`config.mk`:
```
export PLATFORM = sky130hd
export DESIGN_NAME = demux64_frame_sequencer
export DESIGN_NICKNAME = d
export VERILOG_FILES = /design/src/rtl/demux64_frame_sequencer.sv
export SDC_FILE = /design/constraint.sdc
export NUM_CORES = 1
export LEC_CHECK = 0
export CAP_MARGIN = 20
export CORE_UTILIZATION = 49
export DETAILED_ROUTE_END_ITERATION = 8
export GPL_TIMING_DRIVEN = 1
export PLACE_DENSITY = 0.77
export SYNTH_ARGS = -nofsm -noshare
export SYNTH_HDL_FRONTEND = slang
export SYNTH_SLANG_ARGS = --single-unit
```
`constraint.sdc`:
```
create_clock -name clk -period 11.6 [get_ports clk]
set_input_delay 1.74 -clock clk [delete_from_list [all_inputs] [get_ports clk]]
set_output_delay 1.74 -clock clk [all_outputs]
set_load 0.005 [all_outputs]
```
`src/rtl/demux64_frame_sequencer.sv`:
```
// demux64_frame_sequencer
// Drives the 6-bit select of a 64-way single-bit demultiplexer. Serial bits
// arrive over in_valid/in_ready. The select walks the channels enabled in the
// mask from lowest to highest. Each accepted bit is written into a 64-bit
// frame. The frame is then held until frame_ack, after which the sequencer
// rearms automatically.
//
// Ports:
//   clk, rst            clock; asynchronous active-high reset
//   cfg_load, cfg_mask  load a channel mask and (re)start a frame
//   cfg_err             one-cycle pulse: cfg_load accepted with an all-zero mask
//   in_bit, in_valid    serial input; in_ready is the accept handshake
//   sel                 current channel (demux select)
//   strobe              one-hot write enable at sel on accept cycles
//   bit_cnt             bits accepted in the current frame (0..64)
//   frame, frame_valid  assembled frame, held until frame_ack
//   busy                sequencer not idle
module demux64_frame_sequencer #(
    parameter int SEL_W = 6,
    parameter int N_CH  = 64
) (
    input  logic             clk,
    input  logic             rst,
    input  logic             cfg_load,
    input  logic [N_CH-1:0]  cfg_mask,
    output logic             cfg_err,
    input  logic             in_bit,
    input  logic             in_valid,
    output logic             in_ready,
    output logic [SEL_W-1:0] sel,
    output logic [N_CH-1:0]  strobe,
    output logic [SEL_W:0]   bit_cnt,
    output logic [N_CH-1:0]  frame,
    output logic             frame_valid,
    input  logic             frame_ack,
    output logic             busy
);

    typedef enum logic [1:0] {IDLE, RUN, DONE} state_t;

    state_t          state;
    logic [N_CH-1:0] mask;

    // Index of the lowest set bit (0 when none is set).
    function automatic logic [SEL_W-1:0] lowest(input logic [N_CH-1:0] m);
        logic [SEL_W-1:0] lo;
        lo = '0;
        for (int i = N_CH-1; i >= 0; i--)
            if (m[i]) lo = SEL_W'(i);
        return lo;
    endfunction

    // Enabled channels strictly above sel. The extra shift pushes bit 63 out,
    // so when sel is 63 nothing remains and the search never wraps.
    logic [N_CH-1:0]  upper;
    logic             has_next;
    logic [SEL_W-1:0] nxt;
    logic             accept;

    assign upper    = mask & (({N_CH{1'b1}} << sel) << 1);
    assign has_next = |upper;
    assign nxt      = lowest(upper);

    // cfg_load takes priority over data, so no bit is accepted on a load cycle.
    assign in_ready = (state == RUN) && !cfg_load;
    assign accept   = in_valid && in_ready;
    assign strobe   = accept ? (N_CH'(1) << sel) : '0;
    assign busy     = (state != IDLE);

    // A restart request comes from cfg_load in IDLE/RUN, or from frame_ack
    // in DONE. In DONE, a simultaneous cfg_load replaces the held mask.
    logic            restart;
    logic [N_CH-1:0] new_mask;

    always_comb begin
        restart  = 1'b0;
        new_mask = cfg_mask;
        case (state)
            IDLE, RUN: restart = cfg_load;
            DONE: begin
                restart  = frame_ack;
                new_mask = cfg_load ? cfg_mask : mask;
            end
            default: restart = 1'b0;
        endcase
    end

    always_ff @(posedge clk or posedge rst) begin
        if (rst) begin
            state       <= IDLE;
            mask        <= '0;
            sel         <= '0;
            bit_cnt     <= '0;
            frame       <= '0;
            frame_valid <= 1'b0;
            cfg_err     <= 1'b0;
        end else begin
            cfg_err <= 1'b0;
            if (restart) begin
                // Any restart discards the current frame, including an
                // aborted one that falls back to IDLE.
                frame       <= '0;
                bit_cnt     <= '0;
                frame_valid <= 1'b0;
                if (|new_mask) begin
                    mask  <= new_mask;
                    sel   <= lowest(new_mask);
                    state <= RUN;
                end else begin
                    cfg_err <= 1'b1;
                    state   <= IDLE;
                end
            end else if (accept) begin
                frame[sel] <= in_bit;
                bit_cnt    <= bit_cnt + 1'b1;
                if (has_next) begin
                    sel <= nxt;
                end else begin
                    state       <= DONE;
                    frame_valid <= 1'b1;
                end
            end
        end
    end

endmodule

```
# After elaboration in Yosys (flattened, before gate mapping)
# Index checks and enable logic that the tools add are counted.
# Widths: inputs -> output; s select.
# classes
addsub	1
magnitude_cmp	2
n_eq_ne	4
shifts	2
muxes	152
bitwise	1
reduce_logical	14
# op_table
operator	count
$mux 6	132
$mux 64	5
$reduce_or 64->1	2
$and 64x64->64	1
$bwmux 64	1
$shl 1x6->64 const A	1
$shl 64x6->63 const A	1
$mux 7	2
$add 7x1->7 const B	1
$lt 6x7->1 const B	1
$mux 1	7
$demux 1 s6	1
$ge 6x1->1 const B	1
$mux 2	3
$reduce_bool 2->1	3
$ne 2x1->1 const B	2
$reduce_and 2->1	2
$logic_and 1x1->1	3
$reduce_and 3->1	1
$eq 2x1->1 const B	1
$eq 2x2->1 const B	1
$logic_not 2->1	1
$pmux 1 s2	1
$reduce_or 2->1	1
$logic_not 1->1	1
# totals
regBits	145
in_bits	70
elab_cells	183

# Logic depth before layout (Yosys ltp)
# Gate-level depths: netlist of run 1.
# logic_depth
ltp_word	69
mapped_depth	12

# Worst setup path before layout of run 1
# Ideal clock, no wire load.
# synth_timing
path_type	input-to-output
from	input port cfg_load
to	output port strobe[17]
arrival_ns	2.891
slack_ns	6.969
cell_stages	5
path_buffers	1
cell_sequence	nor3_1 > and2_1 > clkbuf_1 > nand3_1 > nor2_1
# synth_between
elab_chain_cells	4
# synth_rtl
element	line_no	text
from (decl)	24	input logic cfg_load,
$logic_not 1->1	65	assign in_ready = (state == RUN) && !cfg_load;
$logic_and 1x1->1	65	
$logic_and 1x1->1	66	assign accept = in_valid && in_ready;
$mux 64	67	assign strobe = accept ? (N_CH'(1) << sel) : '0;
to (decl)	31	output logic [N_CH-1:0] strobe,
# Every way passes these cells.

# Worst setup path after layout of run 1
# layout_timing
from	input port cfg_load
to	output port strobe[9]
# The elaborated chain is that of the path after synthesis.

==> results.toml, run 1 <==
[run_status]
status = "complete, no violations"

[finish]
utilization_pct = 64.9
final_layout_size_suffix_gt1_share_pct = 6.97
syn_to_final_growth_pct = 29.5
fin_area_um2 = 12600
antennaDiodeCount = 0
nets = 1493

[sta]
max_freq_mhz = 162
maxSlewHeadroom_pct = 35.6
drv_slew = 0
hold_viol = 0
worst_clock_skew_ns = 0.00856
setup_viol = 0
period_share_pct = 53.3
worstMarginPinSlew_ns = 0.966
fin_tns_setup_ns = 0
rsz0062_at_grt = "false"
layout_min_cycle_time_ns = 6.18

[global_route]
antenna_found_initial = 0
grt_max_degree = 75
overflow = 0
grt_use_total_pct = 35.3
grt_pass1_vias = 10121
grt_pass1_wl_um = 55800

[logic_synthesis]
netlist_top_cells_count = "nand2_1 (191), nor2_1 (164), dfrtp_1 (144), o21ai_0 (132), a21oi_1 (54)"
syn_inst = 1244
synth_seq_cells = 144
syn_avg_cell_area_um2 = 7.84
synthArstFlopShare_pct = 100
yosys.area.top_type = "dfrtp_1"
yosys.cell_types.count = 78
synth_top_area_share_pct = 36.9
syn_area_um2 = 9760
netlist_top_cells_area = "dfrtp_1 (37%), nand2_1 (7.3%), o21ai_0 (6.8%)"
syn_nets = 1315
synth_most_common_cell = "nand2_1"
ys_warn_count = 0
synth-edff-count = 0
synth_ff_type = "dfrtp_1"
seq_area_frac_synth_pct = 36.9

[setup_path]
cp.depth = 6
start_kind = "primary input"
path_buf_inv = 2
cpMostUsedCell = "clkdlybuf4s50_1"
r2r-start = "frame_valid"
cp.required_ns = 9.86
reg2reg_slack_ns = 7.22
critPathArrivalTime_ns = 4.44
startpoint = "cfg_load"
cpMaxStageDelayCell = "clkdlybuf4s50_1"
r2r_cells = 8
slowest_delay_ns = 0.55
crit_family = "simple AND/OR/NAND/NOR gates"
r2r_end = "mask[43]"
critPathCapture = "strobe[9]"
crit_fanout = 12
crit_type = "in -> out"
end_kind = "primary output"
path_cells = "clkdlybuf4s50_1 > nor3_1 > and2_1 > nand3_1 > nor2_1 > clkdlybuf4s50_1"

[placement]
place_area_um2 = 12100
place.gp.congestion = 1.00
port_buffers = 214
hpwlAfterDp_um = 26200

[routing]
vias = 10949
wirelength_um = 35900
firstDrtPassIters = 7
drc = 0
routedWlPerCell_um = 21.2
drtIter0Drc = 1412
postRouteAntennaNets = 0
vias_per_cell = 6.44

[cts]
h-tree-depth = 4
cts_resized = 0
cts_tree = "done"
clkTransAtPathRegs_ns = 0.07
cts_buffers = 17
clk_latency_ns = 0.43
cts_hold_buf = 0
clockBufferDepth = 2
numClockSinks = 144
post_cts_buffers = 0
cts-root-buf = "clkbuf_16"

[die]
fp.dieW_um = 143
die_area_um2 = 20500
fp.dieH_um = 143
core_area_um2 = 19500
ioPinCount = 215
std_cell_rows = 51
start_util_pct = 50.1

[job]
cap_viol_max_count = 0

[hold_path]
hp-class = "reg -> reg"
worstHoldPathCells = 2

[pwr]
power_per_cell_area_nw_per_um2 = 124
p_leak_uw = 0.00472
peakVddDrop_v = 0.000125
## registers in the layout (all words and copies together), names as in the netlist
name / count
mask: 64
sel: 6
cfg_err: 1
bit_cnt: 7
state: 1
frame: 64
frame_valid: 1
## cell families after synthesis
group	share of synthesized area (%)
AOI/OAI and AO/OA	24.9
muxes	6.83
buffers and inverters	4.71
and+or+nand+nor	26.1
xor gates and xnor gates	0.359
adders and majority gates	0.128
DFF	36.9
## power by group
part / internal, µW / leakage, µW / total (µW) / switching, µW
clock: 301 / 0.000264 / 551 / 250
sequential: 532 / 0.00186 / 592 / 59.6
combinational: 154 / 0.00260 / 429 / 276
## worst min path at each step
stage	from	endpoint	slack [ns]
floorplan	mask[1]	mask[1]	0.50
detailed placement	frame[33]	frame[33]	0.52
global placement	frame[46]	frame[46]	0.51
global route	frame[12]	frame[12]	0.54
finish	frame[15]	frame[15]	0.52
CTS	frame[15]	frame[15]	0.53
## cells in the final DEF, fill, tap and decap left out, types with 15 or more instances in the layout
cell and count:
mux2_2 26, a21oi_1 53, nor3_1 38, nand3_1 33
clkbuf_16 17, nor2_1 164, buf_4 18, o31ai_1 15
nand2_1 191, a31oi_1 16, clkdlybuf4s50_1 214, o21ai_0 132
o211ai_1 16, nor4_1 24, mux2_1 27, dfrtp_1 144
inv_1 33
## per-stage QoR
step,hold WS (ns),std cells,power [µW],setup slack [ns]
after floorplan,0.497,1244,839,5.99
after global placement,0.513,1667,1010,5.51
after detailed placement,0.520,1668,1010,5.45
after CTS,0.530,1699,1560,5.45
after global routing,0.545,1699,1630,5.21
final,0.524,1699,1570,5.42
## per-layer routing
layer / global-route usage (%) / vias to the layer above / wire, µm
met4: 15.5 / 0 / 1430
met3: 7.75 / 122 / 3640
met2: 58.5 / 731 / 16900
met1: 44.1 / 5167 / 14000
li1: - / 4929 / -
met5: 0 / - / 0
## layout make-up
| class | instances | area [µm²] |
|---|---|---|
| Tap cell | 265 | 332 |
| Clock inverter | 14 | 143 |
| Multi-Input combinational cell | 991 | 5720 |
| Clock buffer | 17 | 425 |
| Sequential cell | 144 | 3600 |
| Inverter | 36 | 140 |
| Timing Repair Buffer | 232 | 2280 |
| Fill cell | 1673 | 6820 |
## tightest hold or removal path: stages, from the launching register on
cell     delay [ns]
dfrtp_1        0.38
nand2_1        0.05
o21ai_0        0.06
(Power assumes the default switching activity.)
==> run 2: changes to the inputs <==
--- a/config.mk
+++ b/config.mk
@@ -6,7 +6,7 @@
 export NUM_CORES = 1
 export LEC_CHECK = 0
 export CAP_MARGIN = 20
-export CORE_UTILIZATION = 49
+export CORE_UTILIZATION = 47
 export DETAILED_ROUTE_END_ITERATION = 8
 export GPL_TIMING_DRIVEN = 1
 export PLACE_DENSITY = 0.77
==> constraint.sdc (replaced) <==
create_clock -name clk -period 5.3 [get_ports clk]
set_input_delay 0.795 -clock clk [delete_from_list [all_inputs] [get_ports clk]]
set_output_delay 0.795 -clock clk [all_outputs]
set_load 0.005 [all_outputs]
==> run 2 against run 1 <==
Die area increased by 4.2%. Cell area increased by 0.71%. Critical path type unchanged. Global-route usage decreased by 0.69 points. Count of clock-buffer cells in the layout unchanged. Critical endpoint is now strobe[28]. Worst hold slack improved by 0.0073 ns. Critical path depth unchanged. Wire length increased by 1.8%.
==> results.toml, run 2 (synthesis results as in run 1) <==
[finish]
nets = 1503
final_common_cell = "clkdlybuf4s50_1"
fin_area_um2 = 12700
n_fill_cell = 1811
layout_common_cells = "clkdlybuf4s50_1 (214), nand2_1 (191), nor2_1 (164)"
syn_to_final_growth_pct = 30.5
top_regs = "frame: 64 flops, mask: 64 flops, bit_cnt: 7 flops"
antennaDiodeCount = 0
finalNonFillerCells = 1714
final_layout_size_suffix_gt1_share_pct = 7.62

[setup_path]
path_buf_inv = 2
crit_family = "simple AND/OR/NAND/NOR gates"
start_kind = "primary input"
cpMaxStageDelayCell = "clkdlybuf4s50_1"
slowest_delay_ns = 0.55
end_kind = "primary output"
reg2reg_slack_ns = 1.40
path_cells = "clkdlybuf4s50_1 > nor3_1 > and2_1 > nand3_1 > nor2_1 > clkdlybuf4s50_1"
r2r_cells = 10
cpMostUsedCell = "clkdlybuf4s50_1"
cp.required_ns = 4.51
critPathArrivalTime_ns = 3.61
r2r-start = "sel[2]"
crit_fanout = 12
r2r_end = "sel[5]"
crit_type = "in -> out"

[pwr]
combPwrFrac_pct = 26.5
power_per_cell_area_nw_per_um2 = 273
p_int_uw = 2170
p_clk_share_pct = 34.8
net-switching-power_uw = 1300
seqPwrFrac_pct = 38.7
switching_share_pct = 37.5
peakVddDrop_v = 0.000217
p_leak_uw = 0.00477

[placement]
dpl.cell_count = 1683
hpwlAfterDp_um = 27400
place_area_um2 = 12200
port_buffers = 214
place.gp.congestion = 0.980

[cts]
cts_buffers = 17
cts-root-buf = "clkbuf_16"
clockBufferDepth = 2
cts_tree = "done"
clkTransAtPathRegs_ns = 0.07
post_cts_buffers = 0
cts_resized = 0
numClockSinks = 144
cts_hold_buf = 0
clk_latency_ns = 0.44
h-tree-depth = 4

[job]
cap_viol_max_count = 0

[hold_path]
min_to = "frame[16]"
worstHoldPathCells = 2
worst_hold_startpoint = "frame[16]"
hp-class = "reg -> reg"

[global_route]
met2_usage_pct = 57.7
grt_use_total_pct = 34.6
grt_max_degree = 76
busiest_layer = "met2"
met3_usage_pct = 6.28
grt_pass1_vias = 10343
antenna_found_initial = 0
grt_pass1_wl_um = 58000
use_met1_pct = 44.8
overflow = 0

[sta]
max_freq_mhz = 227
drv_slew = 0
maxSlewHeadroom_pct = 35.4
hold_viol = 0
worst_clock_skew_ns = 0.0125
rsz0062_at_grt = "false"
layout_min_cycle_time_ns = 4.40
worstMarginPinSlew_ns = 0.962
period_share_pct = 83.1
setup_viol = 0
fin_tns_setup_ns = 0

[die]
ioPinCount = 215
die_area_um2 = 21300
fp.dieH_um = 146
std_cell_rows = 52
core_area_um2 = 20300
fp.dieW_um = 146
start_util_pct = 48.1

[routing]
drc = 0
drtIter0Drc = 1141
routedWlPerCell_um = 21.3
firstDrtPassIters = 8
wirelength_um = 36600
vias_per_cell = 6.39
postRouteAntennaNets = 0
vias = 10947

[run_status]
status = "complete, no violations"
## run 2: cell types whose count changed in the layout (fill, tap and decap cells not counted)
cell	before	now
buf_12	0	1
nor4_1	24	25
clkinvlp_4	5	4
nor4_2	1	0
buf_4	18	27
dfrtp_1	144	143
dfrtp_2	0	1
clkinv_4	0	1
## run 2: worst max-delay path by stage
stage              from          to  slack [ns]  depth (start not counted)
2_1_floorplan       rst  bit_cnt[0]        0.64                          1
3_3_place_gp   cfg_load    mask[38]        0.90                          9
3_5_place_dp   cfg_load    mask[34]        0.84                          9
4_1_cts        cfg_load  strobe[28]        0.92                          6
5_1_grt        cfg_load  strobe[28]        0.79                          6
6_report       cfg_load  strobe[28]        0.90                          6
## run 2: layout make-up
cell class	count	area [µm²]	share of cell area, %
Clock inverter	14	144	1.13
Tap cell	270	338	2.65
Inverter	36	140	1.10
Clock buffer	17	425	3.34
Multi-Input combinational cell	991	5710	44.9
Timing Repair Buffer	242	2360	18.6
Sequential cell	144	3600	28.3
## run 2: power by group through the flow
stage               combinational [µW]  clock (µW)  sequential (µW)
floorplan                          585           0             1250
global placement                   887           0             1350
detailed placement                 890           0             1360
CTS                                894        1220             1340
global route                       982        1260             1360
finish                             922        1210             1350
## run 2: worst register-to-register path, stage by stage (launching register included)
cell	delay (ns)
dfrtp_1	0.88
buf_4	0.37
o21ai_0	0.30
a32oi_1	0.43
nand4_1	0.21
nor4_1	0.49
nand3_1	0.23
o21ai_0	0.23
buf_4	0.17
nand2_2	0.11
mux2_1	0.36
## run 2: per-layer routing
metal  wire [µm]  up-vias
li1            -     4953
met1       14600     5237
met2       17400      669
met3        3540       88
met4        1120        0
met5           0        -
## run 2: metrics by stage
stage	power, µW	hold slack, ns	setup WS, ns	utilization [%]
2_1_floorplan	1840	0.497	0.639	-
3_3_place_gp	2240	0.512	0.896	59.9
3_5_place_dp	2250	0.524	0.836	59.9
4_1_cts	3450	0.533	0.916	62.7
5_1_grt	3600	0.554	0.789	62.7
6_report	3480	0.531	0.898	62.7
==> run 3: changes to the inputs <==
--- a/config.mk
+++ b/config.mk
@@ -6,7 +6,7 @@
 export NUM_CORES = 1
 export LEC_CHECK = 0
 export CAP_MARGIN = 20
-export CORE_UTILIZATION = 47
+export CORE_UTILIZATION = 49
 export DETAILED_ROUTE_END_ITERATION = 8
 export GPL_TIMING_DRIVEN = 1
 export PLACE_DENSITY = 0.77
==> constraint.sdc (replaced) <==
create_clock -name clk -period 4.1 [get_ports clk]
set_input_delay 0.615 -clock clk [delete_from_list [all_inputs] [get_ports clk]]
set_output_delay 0.615 -clock clk [all_outputs]
set_load 0.005 [all_outputs]
==> run 3 against run 2 <==
First-iteration DRC count grew 1.7%. Sequential power grew 26%. Clock skew shrank 0.0031 ns. Critical path depth shrank 1. Sequential share of layout area shrank 0.65 points. Worst hold slack lost 0.0026 ns. Die area shrank 4.0%. Via count grew 1.3%. Power grew 31%. Clock power grew 29%. Critical endpoint is now strobe[0]. Largest cell class unchanged. Largest power group unchanged.
==> results.toml, run 3 (synthesis results as in run 1) <==
[sta]
final.setup.worst_slack_ns = 0.233
fin_tns_setup_ns = 0
max_freq_mhz = 259
layout_min_cycle_time_ns = 3.87
period_share_pct = 94.3
setup_viol = 0
worstMarginPinSlew_ns = 0.860
rsz0062_at_grt = "false"
drv_slew = 0
maxSlewHeadroom_pct = 42.7
worst_clock_skew_ns = 0.00937
hold_viol = 0

[hold_path]
hp-class = "reg -> reg"
worstHoldPathCells = 2

[die]
std_cell_rows = 51
fp.dieH_um = 143
die_area_um2 = 20500
ioPinCount = 215
start_util_pct = 50.1
core_area_um2 = 19500
fp.dieW_um = 143

[cts]
cts_hold_buf = 0
h-tree-depth = 4
numClockSinks = 144
post_cts_buffers = 0
cts-root-buf = "clkbuf_16"
clk_latency_ns = 0.44
cts_resized = 0
cts_buffers = 17
clkTransAtPathRegs_ns = 0.07
cts_tree = "done"
clockBufferDepth = 2

[routing]
firstDrtPassIters = 8
vias = 11094
vias_per_cell = 6.36
postRouteAntennaNets = 0
wirelength_um = 37000
routedWlPerCell_um = 21.2
drc = 0
drtIter0Drc = 1160

[global_route]
grt_max_degree = 145
grt_pass1_vias = 10557
overflow = 0
antenna_found_initial = 0
grt_use_total_pct = 36.5
grt_pass1_wl_um = 57500

[placement]
hpwlAfterDp_um = 27800
place.gp.congestion = 1.02
place_ws_ns = 0.0230
dpl.cell_count = 1713
port_buffers = 214

[setup_path]
crit_type = "reg -> out"
r2r_cells = 8
cp.required_ns = 3.48
crit_fanout = 17
path_cells = "buf_4 > nor4_1 > nand2_1 > nor3_1 > clkdlybuf4s50_1"
start_kind = "flip-flop"
critPathArrivalTime_ns = 3.25
cpMaxStageDelayCell = "nor4_1"
slowest_delay_ns = 0.67
end_kind = "primary output"

[finish]
top_regs = "frame: 64 flops, mask: 64 flops, bit_cnt: 7 flops"
antennaDiodeCount = 0
layout_common_cells = "clkdlybuf4s50_1 (214), nand2_1 (191), nor2_1 (164)"
final_layout_size_suffix_gt1_share_pct = 9.74
nets = 1538
final_common_cell = "clkdlybuf4s50_1"
syn_to_final_growth_pct = 33.5
utilization_pct = 66.9
finalNonFillerCells = 1744

[pwr]
power_per_cell_area_nw_per_um2 = 351
p_clk_share_pct = 34.2
p_int_uw = 2870
net-switching-power_uw = 1700
peakVddDrop_v = 0.000308
combPwrFrac_pct = 28.7
p_leak_uw = 0.00495
total_power_uw = 4570
switching_share_pct = 37.1
seqPwrFrac_pct = 37.1

[run_status]
status = "complete, no violations"

[job]
cap_viol_max_count = 0
==> run 3: cell types whose count changed in the layout (fill, tap and decap cells not counted) <==
cell / before / now
clkinvlp_4: 4 / 6
clkinv_8: 0 / 1
clkinv_4: 1 / 0
dfrtp_2: 1 / 0
inv_6: 7 / 6
dfrtp_1: 143 / 144
inv_8: 2 / 1
buf_12: 1 / 4
buf_4: 27 / 59
==> run 3: worst paths after layout <==
kind,from,end,slack (ns)
max,sel[3],strobe[0],0.23
min,frame[29],frame[29],0.53
max reg2reg,sel[4],sel[5],0.27
min reg2reg,frame[29],frame[29],0.53
max in group asynchronous,rst,mask[31],2.72
min in group asynchronous,rst,frame[39],0.72
==> run 3: area by class of cell <==
type / instances / area (µm²)
tap: 265 / 332
clock inverter: 14 / 148
multi-input combinational: 991 / 5710
fill: 1673 / 6440
timing repair buffer: 277 / 2670
sequential: 144 / 3600
clock buffer: 17 / 425
inverter: 36 / 139
==> run 3: power by group through the flow <==
stage                     Clock, µW  Sequential (µW)  Combinational [µW]
after CTS                      1560             1690                1280
after global routing           1630             1710                1390
after global placement            0             1710                1260
final                          1560             1700                1310
after detailed placement          0             1710                1270
after floorplan                   0             1620                 757
==> run 3: through the flow <==
step / cell area (µm²) / hold WS, ns
6_report: 13000 / 0.529
5_1_grt: 13000 / 0.546
4_1_cts: 13000 / 0.530
3_5_place_dp: 12500 / 0.521
3_3_place_gp: 12500 / 0.513
2_1_floorplan: 9760 / 0.497
==> run 3: worst max-delay path: cells and delay by family, from the launching register on <==
kind / cells / cell delay, ns
buffers and inverters: 2 / 0.91
and+or+nand+nor: 3 / 1.28
DFF: 1 / 0.63
==> run 3: routing by layer <==
layer	vias up	track usage, %	routed length [µm]
met4	0	17.2	1570
met2	673	60.0	17300
met1	5291	45.7	14600
met3	120	7.71	3550
met5	-	0	0
li1	5010	-	-
